[config.mk]
export PLATFORM = sky130hd
export DESIGN_NAME = ex_div
export DESIGN_NICKNAME = d
export VERILOG_FILES = /design/src/rtl/ex_div_pkg.sv /design/src/rtl/ex_div.sv
export SDC_FILE = /design/constraint.sdc
export NUM_CORES = 1
export LEC_CHECK = 0
export ABC_AREA = 1
export CORE_MARGIN = 3
export CORE_UTILIZATION = 34
export DETAILED_ROUTE_END_ITERATION = 16
export SYNTH_ARGS = -nofsm -noshare
export SYNTH_HDL_FRONTEND = slang
export SYNTH_SLANG_ARGS = --single-unit
[constraint.sdc]
create_clock -name clk -period 6 [get_ports clk]
set_input_delay 1.5 -clock clk [delete_from_list [all_inputs] [get_ports clk]]
set_output_delay 1.5 -clock clk [all_outputs]
set_load 0.03 [all_outputs]
[src/rtl/ex_div_pkg.sv]
// Shared encodings and reset constants for the RV32M iterative divider.
package ex_div_pkg;

  typedef enum logic [1:0] {
    OP_DIV  = 2'b00,
    OP_DIVU = 2'b01,
    OP_REM  = 2'b10,
    OP_REMU = 2'b11
  } div_op_e;

  typedef enum logic [1:0] {
    S_IDLE = 2'b00,
    S_CALC = 2'b01,
    S_DONE = 2'b10
  } div_state_e;

  localparam logic [31:0] ZeroWord     = 32'h0000_0000;
  localparam logic [4:0]  ZeroReg      = 5'b00000;
  localparam logic        WriteDisable = 1'b0;
  localparam logic [31:0] MinInt       = 32'h8000_0000;

  function automatic logic [31:0] neg_if(input logic [31:0] x, input logic neg);
    return neg ? (~x + 32'd1) : x;
  endfunction

endpackage

[src/rtl/ex_div.sv]
// Iterative RV32M DIV/DIVU/REM/REMU: one restoring step per cycle on operand
// magnitudes, sign fix-up at the end, single-cycle write-back pulse.
module ex_div
  import ex_div_pkg::*;
#(
  parameter int DW = 32
) (
  input  logic          clk,
  input  logic          rst,
  input  logic          start_i,
  input  logic [1:0]    op_i,
  input  logic [DW-1:0] dividend_i,
  input  logic [DW-1:0] divisor_i,
  input  logic [4:0]    rd_addr_i,
  input  logic          flush_i,
  output logic          busy_o,
  output logic          ready_o,
  output logic [DW-1:0] result_o,
  output logic [4:0]    rd_addr_o,
  output logic          reg_wen_o
);

  div_state_e    state_q, state_d;
  logic          rem_sel_q, rem_sel_d;
  logic          neg_quo_q, neg_quo_d;
  logic          neg_rem_q, neg_rem_d;
  logic [DW-1:0] dvd_q, dvd_d;
  logic [DW-1:0] dsr_q, dsr_d;
  logic [DW-1:0] rem_q, rem_d;
  logic [DW-1:0] result_q, result_d;
  logic [4:0]    count_q, count_d;
  logic [4:0]    rd_q, rd_d;

  logic          is_signed, a_neg, b_neg, div_zero, overflow, launch;
  logic [DW:0]   rem_shift;
  logic          sub_ok;
  logic [DW-1:0] rem_next, quo_next, quo_fix, rem_fix;

  assign is_signed = ~op_i[0];
  assign a_neg     = is_signed & dividend_i[DW-1];
  assign b_neg     = is_signed & divisor_i[DW-1];
  assign div_zero  = (divisor_i == '0);
  assign overflow  = is_signed & (dividend_i == MinInt) & (divisor_i == '1);
  assign launch    = (state_q == S_IDLE) & start_i & ~flush_i;

  // The dividend register doubles as the quotient: its MSB feeds the partial
  // remainder while the new quotient bit enters at the LSB.
  assign rem_shift = {rem_q, dvd_q[DW-1]};
  assign sub_ok    = (rem_shift >= {1'b0, dsr_q});
  assign rem_next  = sub_ok ? (rem_shift[DW-1:0] - dsr_q) : rem_shift[DW-1:0];
  assign quo_next  = {dvd_q[DW-2:0], sub_ok};
  assign quo_fix   = neg_if(quo_next, neg_quo_q);
  assign rem_fix   = neg_if(rem_next, neg_rem_q);

  always_comb begin
    state_d   = state_q;
    rem_sel_d = rem_sel_q;
    neg_quo_d = neg_quo_q;
    neg_rem_d = neg_rem_q;
    dvd_d     = dvd_q;
    dsr_d     = dsr_q;
    rem_d     = rem_q;
    result_d  = result_q;
    count_d   = count_q;
    rd_d      = rd_q;
    case (state_q)
      S_IDLE: begin
        if (launch) begin
          rem_sel_d = op_i[1];
          rd_d      = rd_addr_i;
          neg_quo_d = a_neg ^ b_neg;
          neg_rem_d = a_neg;
          dvd_d     = neg_if(dividend_i, a_neg);
          dsr_d     = neg_if(divisor_i, b_neg);
          rem_d     = '0;
          count_d   = '0;
          if (div_zero) begin
            result_d = op_i[1] ? dividend_i : '1;
            state_d  = S_DONE;
          end else if (overflow) begin
            result_d = op_i[1] ? ZeroWord : MinInt;
            state_d  = S_DONE;
          end else begin
            state_d  = S_CALC;
          end
        end
      end
      S_CALC: begin
        if (flush_i) begin
          state_d = S_IDLE;
        end else begin
          dvd_d   = quo_next;
          rem_d   = rem_next;
          count_d = count_q + 5'd1;
          if (count_q == 5'd31) begin
            result_d = rem_sel_q ? rem_fix : quo_fix;
            state_d  = S_DONE;
          end
        end
      end
      S_DONE: begin
        result_d = ZeroWord;
        state_d  = S_IDLE;
      end
      default: state_d = S_IDLE;
    endcase
  end

  always_ff @(posedge clk or posedge rst) begin
    if (rst) begin
      state_q   <= S_IDLE;
      rem_sel_q <= 1'b0;
      neg_quo_q <= 1'b0;
      neg_rem_q <= 1'b0;
      dvd_q     <= ZeroWord;
      dsr_q     <= ZeroWord;
      rem_q     <= ZeroWord;
      result_q  <= ZeroWord;
      count_q   <= '0;
      rd_q      <= ZeroReg;
    end else begin
      state_q   <= state_d;
      rem_sel_q <= rem_sel_d;
      neg_quo_q <= neg_quo_d;
      neg_rem_q <= neg_rem_d;
      dvd_q     <= dvd_d;
      dsr_q     <= dsr_d;
      rem_q     <= rem_d;
      result_q  <= result_d;
      count_q   <= count_d;
      rd_q      <= rd_d;
    end
  end

  assign busy_o    = launch | (state_q == S_CALC);
  assign ready_o   = (state_q == S_DONE) & ~flush_i;
  assign result_o  = ready_o ? result_q : ZeroWord;
  assign rd_addr_o = rd_q;
  assign reg_wen_o = ready_o ? 1'b1 : WriteDisable;

endmodule

==> Word-level counts from Yosys, hierarchy flattened <==
Index checks and enable logic that the tools add are counted.
Widths: inputs -> output; s select.
{ "totals": {"regBits": 143, "input_bits": 75, "word_cells": 81} }
{ "classes": {"add_sub_neg": 6, "n_lt_le_gt_ge": 1, "n_eq_ne": 10, "mux": 31, "bitwise": 15, "reduce_logical": 8} }
{ "ops": {"columns": ["cell", "n"], "rows": [
  ["$mux 32", 18],
  ["$add 32x1->32 const B", 4],
  ["$not 32->32", 4],
  ["$pmux 32 s2", 2],
  ["$pmux 32 s3", 1],
  ["$eq 32x32->1 const B", 2],
  ["$ge 33x32->1", 1],
  ["$logic_not 32->1", 1],
  ["$sub 32x32->32", 1],
  ["$mux 2", 5],
  ["$mux 5", 2],
  ["$pmux 5 s2", 1],
  ["$and 1x1->1", 7],
  ["$ne 2x2->1 const B", 3],
  ["$ne 3x3->1 const B", 2],
  ["$add 5x1->5 const B", 1],
  ["$eq 5x5->1 const B", 1],
  ["$reduce_and 5->1", 1],
  ["$pmux 2 s2", 1],
  ["$reduce_and 2->1", 2],
  ["$reduce_and 3->1", 1],
  ["$reduce_bool 3->1", 1],
  ["$eq 2x1->1 const B", 1],
  ["$eq 2x2->1 const B", 1],
  ["6 further kinds", 7]
]} }

==> Logic depth before layout (Yosys ltp) <==
Gate-level depths: netlist (run 1).
{ "depth": {"word_depth": 9, "ltp_mapped": 32} }

==> Worst setup path before layout (run 1) <==
No wires, ideal clock.
{ "synth_timing": {"path_type": "input -> output", "start": "input port flush_i", "end": "output port busy_o", "arrival_ps": 2428, "path_slack_ps": 2072, "cell_stages": 5, "path_buffers": 2, "cell_sequence": "inv_1 nand3_1 clkbuf_1 clkbuf_1 nand2_1"} }
{ "synth_between": {"elab_chain_len": 3} }
{ "synth_rtl": {"columns": ["element", "line_no", "rtl"], "rows": [
  ["start: declaration", "ex_div.sv:15", "input logic flush_i,"],
  ["$not 1->1", "ex_div.sv:44", "assign launch = (state_q == S_IDLE) & start_i & ~flush_i;"],
  ["$and 1x1->1", "ex_div.sv:44", null],
  ["$or 1x1->1", "ex_div.sv:135", "assign busy_o = launch | (state_q == S_CALC);"],
  ["end: declaration", "ex_div.sv:16", "output logic busy_o,"]
]} }
No other way between the ends.

==> Worst setup path after layout (run 1) <==
{ "layout_timing": {"start": "input port dividend_i[0]", "end": "register result_q[19]"} }
{ "layout_between": {"elab_chain_len": 5} }
{ "layout_rtl": {"columns": ["element", "line_no", "rtl"], "rows": [
  ["start: declaration", "ex_div.sv:12", "input logic [DW-1:0] dividend_i,"],
  ["$eq 32x32->1", "ex_div.sv:43", "assign overflow = is_signed & (dividend_i == MinInt) & (divisor_i == '1);"],
  ["$and 1x1->1 (2 in a row)", "ex_div.sv:43", null],
  ["$ne 3x3->1 (no source line)", null, null],
  ["$reduce_and 5->1 (no source line)", null, null],
  ["end signal: assignment", "ex_div.sv:118", "result_q <= ZeroWord;"],
  ["end signal: assignment", "ex_div.sv:129", "result_q <= result_d;"],
  ["end: declaration", "ex_div.sv:30", "logic [DW-1:0] result_q, result_d;"]
]} }
No other way between the ends.
A chain may end at the register's enable or synchronous reset.

==> results by group, run 1 <==
Clock network
  • Clock-pin slew on the worst setup and hold paths: 0.06 ns
  • Clk root buf: clkbuf_16
  • Worst-case clock buffer depth: 2
  • # clock sinks: 143
  • Post-CTS Hold Buffers: 0
  • Clock latency on the worst-skew pair: 0.44 ns
  • TritonCTS clock tree: built
  • CTS Buf Count: 17
  • Post-CTS sizing: 0
  • H-tree depth: 4
  • Setup bufs post-CTS: 0

Place
  • GPL Wtd Cong: 0.972
  • # port buffers: 114
  • DP HPWL: 38.7 mm
  • Dpl ws: 0.908 ns
  • Area after DPL: 15100 um2

Logic synthesis
  • Seq/Total Area, Yosys: 26.5%
  • Top FF cell, synth: dfrtp_1
  • Synth async-reset ratio: 100%
  • Synthesized Nets: 2310
  • Cells after synthesis: 2191
  • #FFs+latches synth: 143
  • Syn avg cell area: 6.16 um2
  • Synthesis Warnings: 0
  • Mapped Area: 13500 um2
  • Netlist cell types: 53
  • Number of flops mapped to enable cells by yosys: 0

Die
  • Core ar.: 38900 um2
  • Die height: 205 um
  • DIE WIDTH: 205 um
  • Starting Density: 34.7%
  • I/O pin total: 115
  • Rows: 72
  • Die Area: 42100 um2

Route
  • Total wire length: 49.0 mm
  • First drt pass iteration count: 5
  • Iter 0 DRT Violations: 1318
  • Total number of vias: 14252
  • Via-to-Cell Ratio: 5.10
  • Post-DRT Antenna Nets: 0
  • Wire per inst: 17.5 um
  • DRC Markers: 0

Setup path
  • Worst EP arrival: 5.11 ns
  • Worst-path fanout max: 33
  • CP endpoint kind: register
  • Critical Path RT: 6.36 ns
  • Worst Path Class, Setup: in2reg
  • Worst Reg2Reg Path Length in Cells: 29
  • Critical Path Source Type: primary input

GRT
  • GRT Max-Usage Layer: met2
  • Vias in the first global route: 13293
  • Largest net degree at the start of global routing: 114
  • Gr usage total: 23.3%
  • Global-route wire length before repair: 76.1 mm
  • GR Util met3: 4.07%
  • Antenna violations before repair: 1
  • Met2 usage: 35.6%
  • Gr ovfl total: 0
  • Met1 GRT Util: 34.3%

Timing
  • Fin worst setup slack: 1.26 ns
  • Max-slew headroom: 27.6%
  • RSZ-0062 raised after global routing: no
  • Slew @ Worst Pin: 1.09 ns
  • Final period util: 79.1%
  • Fmax: 211 MHz
  • TNS Setup: 0 ns
  • Setup Skew: 0.0133 ns
  • Fin. max-slew vios: 0
  • Post-layout min period: 4.74 ns
  • Final setup fails: 0
  • Final hold viol count: 0

Final layout
  • Area occupied by multi-input gates: 8330 um2
  • Fillers: 4215
  • Layout cells sized above 1: 8.21%
  • Register Area: 3580 um2
  • Area Growth Syn to Fin: 16.6%
  • Post-route design area: 15700 um2
  • Ant diodes: 0
  • # nets final: 2386

Run
  • Max cap viols: 0

Min path
  • Hold depth: 2
  • Hold Crit Class: reg2reg

Status
  • Status: finished, final reports clean
==> path summary, 6_finish.rpt <==
| kind | slack, ns | from | to |
|---|---|---|---|
| worst min-delay path | 0.48 | dsr_q[24]$_DFFE_PP0P_ | dsr_q[24]$_DFFE_PP0P_ |
| max in group asynchronous | 3.27 | rst | dsr_q[6]$_DFFE_PP0P_ |
| worst max register to register | 1.40 | dsr_q[19]$_DFFE_PP0P_ | result_q[28]$_DFFE_PP0P_ |
| worst min register to register | 0.48 | dsr_q[24]$_DFFE_PP0P_ | dsr_q[24]$_DFFE_PP0P_ |
| worst max-delay path | 1.26 | dividend_i[0] | result_q[19]$_DFFE_PP0P_ |
| min in group asynchronous | 1.70 | rst | dvd_q[31]$_DFFE_PP0P_ |
==> metrics by stage <==
step           cells  utilization [%]  hold slack (ns)
2_1_floorplan   2191                -            0.453
3_3_place_gp    2766             38.7            0.467
3_5_place_dp    2766             38.7            0.465
4_1_cts         2797             40.4            0.489
5_1_grt         2797             40.4            0.503
6_report        2797             40.4            0.484
==> logic make-up after synthesis <==
family	after synthesis	synth area share (%)
adders and majority gates	44	4.14
DFF	143	26.5
xor gates and xnor gates	49	3.18
buffers and inverters	400	11.8
and+or+nand+nor	1198	39.2
AOI/OAI and AO/OA	357	15.1
==> state kept, by name, summed over array words and instances (netlist names) <==
register	flops
neg_rem_q	1
rem_sel_q	1
result_q	32
state_q	2
dvd_q	32
dsr_q	32
count_q	5
neg_quo_q	1
rd_addr_o	5
rem_q	32
==> worst max-delay path, cell delays in order <==
cell and delay, ns:
clkdlybuf4s50_1 0.48, inv_1 0.11, ha_1 0.18, nand2_1 0.08, nor3_1 0.32, nand4_1 0.32, nor4_1 0.61, nand4_1 0.27
nand3_1 0.18, nand2_2 0.05, buf_4 0.24, inv_2 0.46, nor2_1 0.12, a21oi_1 0.14
==> cell type report <==
type	instances	share of cell area, %
Sequential cell	143	22.7
Clock buffer	18	2.79
Tap cell	518	4.12
Inverter	326	7.81
Clock inverter	13	1.49
Multi-Input combinational cell	1648	53.0
Timing Repair Buffer	131	8.07
==> cells in the mapped netlist, types with 12 or more instances <==
master / count / share of area, %
o211ai_1: 32 / 1.8
dfrtp_1: 143 / 27
nand2_2: 40 / 1.9
a21oi_2: 13 / 0.84
nand2_1: 574 / 16
inv_1: 313 / 8.7
o21ai_1: 12 / 0.45
o21ai_0: 162 / 6.0
ha_1: 43 / 4.0
clkbuf_1: 46 / 1.3
nor2_1: 295 / 8.2
nand4_1: 30 / 1.4
buf_2: 13 / 0.48
a21oi_1: 100 / 3.7
nor3_1: 22 / 0.82
nand3_1: 153 / 5.7
nor2_2: 23 / 1.1
xor2_1: 44 / 2.9
==> cell usage in the layout, fill, tap and decap left out, types with 3 or more instances in the layout <==
master	instances
inv_2	9
clkbuf_16	17
o211ai_1	32
nor2_2	24
a21oi_2	13
nand2_2	40
a21oi_1	99
nor4_1	6
clkinv_4	3
o21bai_1	3
nand4_1	30
xor2_1	44
o22ai_1	3
o21ai_2	4
and2_1	4
inv_1	312
a31oi_1	10
bufinv_16	6
dfrtp_1	143
clkdlybuf4s50_1	114
inv_6	3
nor2_4	6
nand3b_1	4
clkinv_1	4
nand3_1	152
nand2_1	574
nand3_2	10
o21ai_1	12
or2_2	6
xnor2_1	5
nand2_4	10
nor3_1	22
nor3_2	8
buf_4	17
ha_1	43
o21ai_0	162
a22oi_1	5
nor2_1	294
o311ai_0	3
==> routing by layer <==
metal  share of wire (%)  wire, um
met5               0.027        13
met4                 1.7       814
met3                 6.9      3370
met2                  44     21400
met1                  48     23300
Power of run 1 is not shown: default switching activity piles up to over one toggle a cycle in this logic, so the estimate is an artifact.
==> run 2, diff against run 1 <==
clock period = 4.9 ns   (was 6 ns; I/O delays follow)
==> results by group, run 2 (synthesized netlist as in run 1, its figures left out) <==
Status
  • Status: finished, final reports clean

Clock network
  • CTS Buf Count: 17
  • Post-CTS Hold Buffers: 0
  • Clock latency on the worst-skew pair: 0.44 ns
  • Setup bufs post-CTS: 0
  • TritonCTS clock tree: built
  • Clk root buf: clkbuf_16
  • Worst-case clock buffer depth: 2
  • H-tree depth: 4
  • # clock sinks: 143
  • Clock-pin slew on the worst setup and hold paths: 0.07 ns
  • Post-CTS sizing: 0

Place
  • GPL Wtd Cong: 0.976
  • Area after DPL: 15100 um2
  • DP HPWL: 39.6 mm
  • # port buffers: 114

Die
  • Core ar.: 38900 um2
  • Starting Density: 34.7%
  • Die height: 205 um
  • Rows: 72
  • DIE WIDTH: 205 um
  • Die Area: 42100 um2
  • I/O pin total: 115

Timing
  • Final setup fails: 0
  • Fin. max-slew vios: 0
  • Max-slew headroom: 41.0%
  • Post-layout min period: 4.31 ns
  • Slew @ Worst Pin: 0.883 ns
  • RSZ-0062 raised after global routing: no
  • Final period util: 87.9%
  • Setup Skew: 0.0120 ns
  • TNS Setup: 0 ns
  • Fmax: 232 MHz
  • Final hold viol count: 0

Setup path
  • CP endpoint kind: register
  • Worst Path Class, Setup: reg2reg
  • Critical Path Source Type: register
  • CP most frequent cell: nand2_1
  • Worst-path fanout max: 7
  • CP max stage delay: 0.45 ns
  • Critical Path RT: 5.26 ns
  • Worst EP arrival: 4.67 ns
  • CP max-delay cell: dfrtp_1

Route
  • DRC Markers: 0
  • Total number of vias: 14308
  • Total wire length: 49.6 mm
  • Wire per inst: 17.7 um
  • First drt pass iteration count: 5
  • Post-DRT Antenna Nets: 0
  • Iter 0 DRT Violations: 1288
  • Via-to-Cell Ratio: 5.10

GRT
  • Vias in the first global route: 13497
  • Met1 GRT Util: 35.6%
  • Gr usage total: 23.7%
  • Global-route wire length before repair: 77.8 mm
  • Met2 usage: 36.6%
  • Gr ovfl total: 0
  • GR Util met3: 2.91%
  • Antenna violations before repair: 1
  • GRT Max-Usage Layer: met2
  • Largest net degree at the start of global routing: 78

Min path
  • Hold Crit Class: reg2reg

Final layout
  • # nets final: 2395
  • Area Growth Syn to Fin: 16.4%
  • Commonest non-fill, non-tap cells in the layout: nand2_1, inv_1, nor2_1, o21ai_0, nand3_1
  • Post-route design area: 15700 um2
  • Layout cells sized above 1: 8.69%
  • Most common cell after layout, fill and taps aside: nand2_1

Run
  • Max cap viols: 0
-- run 2: changes by cell type in the layout (fill, tap and decap cells not counted), moves of 3 or more --
cell and delta:
buf_4 +9, bufinv_16 -6, clkinvlp_4 +5, inv_8 +3
-- run 2: final timing paths --
check                                                end                  start  cells after the start  slack, ns
worst min-delay path               dsr_q[11]$_DFFE_PP0P_  dsr_q[11]$_DFFE_PP0P_                      2       0.49
worst max register to register  result_q[28]$_DFFE_PP0P_  rem_q[18]$_DFFE_PP0P_                     28       0.59
worst max-delay path            result_q[28]$_DFFE_PP0P_  rem_q[18]$_DFFE_PP0P_                     28       0.59
max in group asynchronous          dvd_q[10]$_DFFE_PP0P_                    rst                      3       2.61
min in group asynchronous        result_q[5]$_DFFE_PP0P_                    rst                      2       1.32
worst min register to register     dsr_q[11]$_DFFE_PP0P_  dsr_q[11]$_DFFE_PP0P_                      2       0.49
-- run 2: critical path, delay by kind of cell, from the launching register on --
| family | cells | cell delay, ns |
|---|---|---|
| AO/OA/AOI/OAI | 4 | 0.65 |
| XOR/XNOR | 1 | 0.14 |
| adder cells (fa/ha/maj) | 2 | 0.60 |
| buffers and inverters | 4 | 0.33 |
| flip-flops | 1 | 0.45 |
| AND/OR/NAND/NOR | 17 | 2.04 |
-- run 2: through the flow --
stage	setup slack [ns]	utilization (%)	std cells	hold slack (ns)
global route	0.193	40.4	2807	0.512
global placement	0.370	38.9	2775	0.465
CTS	0.630	40.4	2807	0.489
floorplan	1.25	-	2191	0.453
finish	0.595	40.4	2808	0.486
detailed placement	0.300	38.9	2775	0.465
-- run 2: cell type report --
class / count / area (um2)
fill: 4268 / 23200
multi-input combinational: 1648 / 8330
sequential: 143 / 3580
timing repair buffer: 140 / 1360
inverter: 326 / 1230
tap: 518 / 648
clock buffer: 18 / 439
clock inverter: 14 / 121
antenna: 1 / 2.50
-- run 2: per-layer routing --
metal  share of wire, %  wire length [um]
met5                  0                 0
met4                1.2               588
met3                5.7              2830
met2                 44             21800
met1                 49             24300
Power of run 2 is left out for the same reason.
